## config.mk

```make
export PLATFORM = sky130hd
export DESIGN_NAME = msk_encoder_stream
export DESIGN_NICKNAME = d
export VERILOG_FILES = /design/src/rtl/msk_pkg.sv /design/src/rtl/msk_sharing_fifo.sv /design/src/rtl/msk_encoder_stream.sv
export SDC_FILE = /design/constraint.sdc
export NUM_CORES = 1
export LEC_CHECK = 0
export BUFFER_PORTS_ARGS = -buffer_cell sky130_fd_sc_hd__buf_2
export CORE_MARGIN = 2
export CORE_UTILIZATION = 54
export DETAILED_ROUTE_END_ITERATION = 8
export GPL_TIMING_DRIVEN = 0
export HOLD_SLACK_MARGIN = 0.12
export PLACE_DENSITY = 0.79
export SYNTH_ARGS = -nofsm -noshare
export SYNTH_HDL_FRONTEND = slang
export SYNTH_HIERARCHICAL = 1
export SYNTH_SLANG_ARGS = --single-unit
```

## constraint.sdc

```tcl
create_clock -name clk -period 3 [get_ports clk]
set_clock_uncertainty 0.15 [all_clocks]
set_input_delay 0.3 -clock clk [delete_from_list [all_inputs] [get_ports clk]]
set_output_delay 0.3 -clock clk [all_outputs]
set_load 0.1 [all_outputs]
```

## src/rtl/msk_pkg.sv

```systemverilog
// Shared definitions for the MSK masking encoder: default share count,
// share-bus indexing and randomness width helpers, FIFO occupancy states.
package msk_pkg;

  localparam int DEFAULTSHARES = 2;
  localparam int DEFAULTWIDTH  = 8;

  // Occupancy of the two-entry output buffer
  typedef enum logic [1:0] {
    LVL_EMPTY = 2'd0,
    LVL_ONE   = 2'd1,
    LVL_TWO   = 2'd2
  } fifo_level_e;

  // Position of bit b of share j on the MSK bus
  function automatic int idx(input int b, input int j, input int d);
    return b * d + j;
  endfunction

  // Fresh random bits needed per plaintext word
  function automatic int rnd_width(input int d, input int w);
    return (d - 1) * w;
  endfunction

endpackage

```

## src/rtl/msk_sharing_fifo.sv

```systemverilog
// Two-entry ordered output buffer for finished sharings. The head entry drives
// the output directly from a register, and every popped entry is cleared so no
// share value lingers in the buffer after it has left.
module msk_sharing_fifo
  import msk_pkg::*;
#(
  parameter int d = DEFAULTSHARES,
  parameter int W = DEFAULTWIDTH
) (
  input  logic           clk,
  input  logic           rst_n,
  input  logic           push,
  input  logic [d*W-1:0] push_data,
  output logic           can_push,
  output logic           out_valid,
  input  logic           out_ready,
  output logic [d*W-1:0] out_shares
);

  fifo_level_e    level;
  fifo_level_e    level_next;
  logic [d*W-1:0] head;
  logic [d*W-1:0] tail;
  logic           pop;
  logic           push_ok;

  assign out_valid  = rst_n && (level != LVL_EMPTY);
  assign pop        = out_valid && out_ready;
  assign can_push   = rst_n && ((level != LVL_TWO) || pop);
  assign push_ok    = push && can_push;
  assign out_shares = head;

  // Next occupancy from the push/pop pair; push and pop together keep the level
  always_comb begin
    level_next = level;
    case (level)
      LVL_EMPTY: if (push_ok) level_next = LVL_ONE;
      LVL_ONE: begin
        if (push_ok && !pop)      level_next = LVL_TWO;
        else if (!push_ok && pop) level_next = LVL_EMPTY;
      end
      LVL_TWO:   if (pop && !push_ok) level_next = LVL_ONE;
      default:   level_next = LVL_EMPTY;
    endcase
  end

  // Occupancy register
  always_ff @(posedge clk) begin
    if (!rst_n) level <= LVL_EMPTY;
    else        level <= level_next;
  end

  // Entry storage: head shifts forward on pop, vacated slots are cleared
  always_ff @(posedge clk) begin
    if (!rst_n) begin
      head <= '0;
      tail <= '0;
    end else begin
      case ({push_ok, pop})
        2'b10: begin
          if (level == LVL_EMPTY) head <= push_data;
          else                    tail <= push_data;
        end
        2'b01: begin
          head <= tail;
          tail <= '0;
        end
        2'b11: begin
          if (level == LVL_ONE) begin
            head <= push_data;
          end else begin
            head <= tail;
            tail <= push_data;
          end
        end
        default: ;
      endcase
    end
  end

endmodule

```

## src/rtl/msk_encoder_stream.sv

```systemverilog
// Streaming Boolean masking encoder: each plaintext word is held in a single
// staging register until a fresh randomness word arrives, then split into d
// shares and registered into the output buffer in the same cycle.
module msk_encoder_stream
  import msk_pkg::*;
#(
  parameter int d = DEFAULTSHARES,
  parameter int W = DEFAULTWIDTH
) (
  input  logic                       clk,
  input  logic                       rst_n,
  input  logic [W-1:0]               in_data,
  input  logic                       in_valid,
  output logic                       in_ready,
  input  logic [rnd_width(d, W)-1:0] rnd,
  input  logic                       rnd_valid,
  output logic                       rnd_ready,
  output logic [d*W-1:0]             out_shares,
  output logic                       out_valid,
  input  logic                       out_ready
);

  logic [W-1:0]   s1_data;
  logic           s1_full;
  logic [W-1:0]   share0;
  logic [d*W-1:0] share_word;
  logic           can_push;
  logic           rnd_fire;
  logic           in_fire;

  // Randomness is only taken when a word is waiting and the buffer can accept it
  assign rnd_ready = rst_n && s1_full && can_push;
  assign rnd_fire  = rnd_valid && rnd_ready;
  assign in_ready  = rst_n && (!s1_full || rnd_fire);
  assign in_fire   = in_valid && in_ready;

  // Split the staged word: shares 1..d-1 are the random slices, share 0 absorbs them all
  always_comb begin
    share0     = s1_data;
    share_word = '0;
    for (int k = 1; k < d; k++) begin
      share0 = share0 ^ rnd[(k-1)*W +: W];
    end
    for (int b = 0; b < W; b++) begin
      share_word[idx(b, 0, d)] = share0[b];
      for (int k = 1; k < d; k++) begin
        share_word[idx(b, k, d)] = rnd[(k-1)*W + b];
      end
    end
  end

  // Staging register: reload on accept, clear to zero once the word has been shared
  always_ff @(posedge clk) begin
    if (!rst_n) begin
      s1_data <= '0;
      s1_full <= 1'b0;
    end else if (in_fire) begin
      s1_data <= in_data;
      s1_full <= 1'b1;
    end else if (rnd_fire) begin
      s1_data <= '0;
      s1_full <= 1'b0;
    end
  end

  msk_sharing_fifo #(
    .d(d),
    .W(W)
  ) u_fifo (
    .clk        (clk),
    .rst_n      (rst_n),
    .push       (rnd_fire),
    .push_data  (share_word),
    .can_push   (can_push),
    .out_valid  (out_valid),
    .out_ready  (out_ready),
    .out_shares (out_shares)
  );

endmodule

```

* Yosys cells after proc, flatten, opt, wreduce, memory -nomap -nowiden
Cells that the tools add are included.
** Cells by class
- Bitwise operators :: 1
- Eq/ne operators :: 12
- Reduce and logical (&&, ||, !) cells :: 23
- Mux-type cells :: 15
** Operators with widths (count)
- one-hot mux 16 bit (3 select lines) :: 2
- two-way mux 16 bit :: 4
- two-way mux 8 bit :: 2
- logical AND 1 bit :: 11
- two-way mux 2 bit :: 4
- XOR 8 bit :: 1
- equality test 2 bit (second input constant) :: 3
- inequality test 2 x 1 -> 1 bit (second input constant) :: 3
- inequality test 2 bit (second input constant) :: 3
- one-hot mux 2 bit (3 select lines) :: 1
- AND reduction 3 bit :: 2
- equality test 2 x 1 -> 1 bit (second input constant) :: 2
- nonzero test 2 bit :: 2
- logical NOT 1 bit :: 3
- inequality test 3 x 1 -> 1 bit (second input constant) :: 1
- nonzero test 3 bit :: 1
- logical NOT 2 bit :: 1
- logical OR 1 bit :: 2
- two-way mux 1 bit :: 2
- AND reduction 2 bit :: 1
** Word-level totals
- Output and inout port bits :: 19
- Logic and storage cells :: 56
- Bits of input ports :: 21
- Flip-flop bits (word level) :: 43

* Logic depth before layout (Yosys ltp)
- Depth after elaboration :: 13
- Depth in mapped cells :: 14

* Modules after synthesis
The synthesis kept the hierarchy.
** By module, submodules not included
- msk_sharing_fifo :: area an instance 1652.8 um^2, instances 1, cells an instance 194, sequential area each 680.7 um^2
- msk_encoder_stream :: area an instance 400.4 um^2, instances 1, cells an instance 35, sequential area each 180.2 um^2

* Worst setup path before layout
No wires, ideal clock.
- Kind :: register -> register
- Start :: register u_fifo.level[0]
- End :: register u_fifo.tail[14]
- Library setup time :: 0.070 ns
- Stages on the path, launching flop included :: 14
- Setup slack :: 0.152 ns
- Arrival time :: 2.628 ns
- Buffers on the path :: 2
- Cell sequence :: dfxtp_1 > buf_6 > nand2b_1 > o21a_1 > and3_2 > and2_1 > nand2_1 > inv_1 > ha_1 > mux2i_1 > o21bai_2 > buf_6 > or3b_1 > a21boi_1
** On the way
- Longest elaborated chain between the ends :: 11
- Elaborated cells on any way between the ends :: 19
- Those cells by class :: 7 x eq/ne; 1 x mux; 11 x reduce/logical
** Ends and longest elaborated chain
- start, declared :: RTL line msk_sharing_fifo.sv:20 : fifo_level_e level;
- start signal, assigned :: RTL line msk_sharing_fifo.sv:50 : else level <= level_next;
- nonzero test 2 bit :: RTL line msk_sharing_fifo.sv:27 : assign out_valid = rst_n && (level != LVL_EMPTY);
- logical AND 1 bit :: RTL line msk_sharing_fifo.sv:27
- logical AND 1 bit :: RTL line msk_sharing_fifo.sv:28 : assign pop = out_valid && out_ready;
- logical OR 1 bit (*) :: RTL line msk_sharing_fifo.sv:29 : assign can_push = rst_n && ((level != LVL_TWO) || pop);
- logical AND 1 bit (*) :: RTL line msk_sharing_fifo.sv:29
- named net can_push :: RTL line msk_encoder_stream.sv:27 : logic can_push;
- logical AND 1 bit (*) :: RTL line msk_encoder_stream.sv:32 : assign rnd_ready = rst_n && s1_full && can_push;
- named net rnd_ready :: RTL line msk_encoder_stream.sv:17 : output logic rnd_ready,
- logical AND 1 bit (*) :: RTL line msk_encoder_stream.sv:33 : assign rnd_fire = rnd_valid && rnd_ready;
- named net rnd_fire :: RTL line msk_encoder_stream.sv:28 : logic rnd_fire;
- logical AND 1 bit (*) :: RTL line msk_sharing_fifo.sv:30 : assign push_ok = push && can_push;
- equality test 2 bit / equality test 2 x 1 -> 1 bit (equally long branches) :: RTL line msk_sharing_fifo.sv:59 : case ({push_ok, pop})
- inequality test 2 bit (no source line) / nonzero test 3 bit (equally long branches)
- AND reduction 3 bit (no source line)
- end signal, assigned :: RTL line msk_sharing_fifo.sv:62 : else tail <= push_data;
- end signal, assigned :: RTL line msk_sharing_fifo.sv:73 : tail <= push_data;
- end, declared :: RTL line msk_sharing_fifo.sv:23 : logic [d*W-1:0] tail;
Mark *: on every way through the listed nets, which the timed path passes. The rest lies on a longest branch.
A chain may end at the register's enable or synchronous reset.

* Worst setup path after layout
- Start :: register u_fifo.level[0]
- End :: register u_fifo.tail[10]
** On the way
- Longest elaborated chain between the ends :: 11
- Elaborated cells on any way between the ends :: 19
- Those cells by class :: 7 x eq/ne; 1 x mux; 11 x reduce/logical
** Ends and longest elaborated chain (RTL line)
- nonzero test 2 bit :: msk_sharing_fifo.sv:27
- logical AND 1 bit :: msk_sharing_fifo.sv:27
- logical AND 1 bit :: msk_sharing_fifo.sv:28
- logical OR 1 bit (*) :: msk_sharing_fifo.sv:29
- logical AND 1 bit (*) :: msk_sharing_fifo.sv:29
- named net can_push :: msk_encoder_stream.sv:27
- logical AND 1 bit (*) :: msk_encoder_stream.sv:32
- logical AND 1 bit (*) :: msk_encoder_stream.sv:33
- named net rnd_fire :: msk_encoder_stream.sv:28
- logical AND 1 bit (*) :: msk_sharing_fifo.sv:30
- equality test 2 bit / equality test 2 x 1 -> 1 bit (equally long branches) :: msk_sharing_fifo.sv:59
- inequality test 2 bit (no source line) / nonzero test 3 bit (equally long branches)
- AND reduction 3 bit (no source line)
Marks and branches as above.

==> summary.md <==
| Metric | Value |
|---|---|
| Clock sinks | 43 |
| Top Ports | 40 |
| Status | completed |
| Layout cell share with drive strength beyond 1 | 25.4% |
| Global-route wire length before repair | 7690 um |
| Pleak | 0.00109 uW |
| WL/cell | 14.0 um |
| N_diodes | 0 |
| Net Sw Power | 338 uW |
| Avg Synthesized Cell Area | 8.97 sq um |
| GR Util met1 | 29.2% |
| Hold slack | 0.139 ns |
| Sequential Power Share | 47.6% |
| Largest net degree at the start of global routing | 15 |
| Vias in the first global route | 1,716 |
| Reg clk slew, reported paths | 0.08 ns |
| DIE WIDTH | 65.7 um |
| Tot GR Track Use | 23.6% |
| #FFs+latches synth | 43 |
| Die ar. | 4310 sq um |
| Combinational Power Share | 14.6% |
| Slew HR | 67.7% |
| Root Buffer | clkbuf_8 |
| Final-report setup violation count | 0 |
| Synth Net Count | 254 |
| Critical path launch point type | register |
| Synth cell types | 34 |
| Met3 usage | 5.14% |
| R2R setup slack | 0.13 ns |
| Post-DP HPWL | 3170 um |
| Register area share after synthesis | 41.9% |
| Worst-Skew Late Latency | 0.30 ns |
| Core area | 3660 sq um |
| Max Root-Sink Buffers | 2 |
| Global route overflow | 0 |
| Hold Path Class | input pin to register |
| Synthesized cell area | 2050 sq um |
| Core Rows | 22 |
| Sw frac | 26.8% |
| IR drop worst, VDD | 0.357 mV |
| Power Density | 498 nW/um^2 |
| Synth-to-layout area growth | 23.5% |
| WP data required | 3.07 ns |
| Die H | 65.7 um |
| CTS tree | done |
| Initial core utilization | 56.1% |
| PortBufs | 39 |
| Synth Instances | 229 |
| Most frequent cells in the layout | buf_2, dfxtp_1, nand2_1 |
| Kind of critical path | register to register |
| Met2 Usage GRT | 41.7% |
| Via count | 1,811 |
| Initial antenna violation count | 0 |
| Final Worst Setup Slack | 0.133 ns |
| Max-Cap Viols | 0 |
| DRT iter0 DRCs | 140 |
| Synth Warn # | 6 |
| Crit-path max FO | 10 |
| Fmax | 349 MHz |
| Fin. Hold Viols | 0 |
| Crit path arrival time | 2.94 ns |
| Vias per cell | 5.45 |
| Clock share of power | 37.8% |
| CP Capture Type | register |
| Slew Viols, Final | 0 |
| Layout fillers | 311 |
| CTS H-tree depth | 2 |
| Final Core Density | 69.3% |
| # nets final | 308 |
| Commonest non-fill, non-tap cell in the layout | buf_2 |
| Final period util | 95.6% |
| Detail Route Antenna Nets | 0 |
| TritonCTS Buffers | 5 |
| Post-route minimum period | 2.87 ns |
| GRT busiest layer | met2 |
| Pre-CTS setup slack | 0.0199 ns |
| First drt pass iteration count | 4 |
| RSZ-0062 raised after global routing | yes |
| Final Wtd Congestion | 0.817 |
| Power Internal | 925 uW |
| Drt drc | 0 |
| Routed WL | 4650 um |
| Worst Tran Pin Value | 0.488 ns |
## power groups by stage
stage | Clock (uW) | Sequential (uW) | Combinational (uW)
2_1_floorplan | 0 | 664 | 79.9
3_5_place_dp | 0 | 615 | 174
6_report | 478 | 601 | 185
4_1_cts | 487 | 601 | 182
5_1_grt | 509 | 603 | 198
3_3_place_gp | 0 | 614 | 171
## cell usage after synthesis (all sizes together)
| cell type | instances | share of area, % |
|---|---|---|
| a21bo | 1 | 0.49 |
| a21boi | 17 | 6.2 |
| a21oi | 2 | 0.67 |
| a22o | 8 | 3.4 |
| a31oi | 16 | 4.9 |
| and2 | 4 | 1.3 |
| and3 | 2 | 0.91 |
| buf | 10 | 3.7 |
| clkbuf | 6 | 1.1 |
| dfxtp | 43 | 42 |
| ha | 4 | 2.4 |
| inv | 5 | 0.91 |
| mux2i | 2 | 0.98 |
| nand2 | 37 | 6.8 |
| nand2b | 18 | 5.5 |
| nand3 | 1 | 0.24 |
| nor2 | 1 | 0.18 |
| nor2b | 1 | 0.30 |
| nor3b | 1 | 0.37 |
| o211a | 1 | 0.49 |
| o21a | 1 | 0.37 |
| o21ai | 17 | 4.1 |
| o21bai | 4 | 1.6 |
| o22ai | 2 | 0.61 |
| or2 | 1 | 0.30 |
| or3b | 16 | 6.8 |
| xor2 | 8 | 3.4 |
## worst max-delay path: stages, from the launching register on
cell,delay (ns)
dfxtp_1,0.31
buf_6,0.13
nand2b_1,0.15
o21a_1,0.21
and3_2,0.22
and2_1,0.17
nand2_1,0.10
inv_1,0.07
ha_1,0.22
mux2i_1,0.19
o21bai_2,0.14
buf_6,0.17
or3b_1,0.39
a21boi_1,0.16
## final timing paths
check,startpoint,end,cells after the start
worst max register to register,u_fifo/level[0],u_fifo/tail[10],13
worst max-delay path,u_fifo/level[0],u_fifo/tail[10],13
worst min-delay path,in_valid,s1_full,3
worst min register to register,u_fifo/tail[11],u_fifo/tail[11],2
## registers in the layout, summed over array words and instances (netlist names)
signal	flops
s1_data	8
s1_full	1
u_fifo/level	2
u_fifo/out_shares	16
u_fifo/tail	16
## final cells by class
cell class                 instances  area (sq um)  share of cell area, %
buffer                            15          95.1                   3.75
clock buffer                       6          82.6                   3.26
clock inverter                     2          38.8                   1.53
inverter                           5          18.8                  0.740
multi-input combinational        165          1100                   43.3
sequential                        43           861                   33.9
tap                               48          60.1                   2.37
timing repair buffer              48           283                   11.1
## through the flow
step                cell area [sq um]  setup TNS, ns  instances  total power (uW)
detailed placement               2310              0        316               788
finish                           2540              0        332              1260
global placement                 2310              0        316               785
floorplan                        2050              0        229               744
CTS                              2510              0        331              1270
global route                     2540       -0.00439        332              1310
## logic make-up (layout without fill, tap and decap cells)
kind of cell	Yosys count	count (layout)	synth area share (%)
AOI/OAI and AO/OA	69	69	22.9
xor gates and xnor gates	8	8	3.41
adders and majority gates	4	4	2.44
buffers and inverters	21	76	5.67
DFF	43	43	41.9
muxes	2	2	0.975
and+or+nand+nor	82	82	22.7
## per-layer routing
layer | vias up | wire length [um]
li1 | 901 | -
met1 | 838 | 1970
met2 | 67 | 2340
met3 | 5 | 295
met4 | 0 | 40
met5 | - | 0
## what timing repair did
action | 4_1_cts | 5_1_grt
hold buffers | 8 | 0
setup endpoints to repair | 1 | 11
pin swaps | 0 | 1
hold endpoints to repair | 8 | 0
resized for setup | 0 | 7
setup buffers | 0 | 1
(Power assumes the default switching activity.)
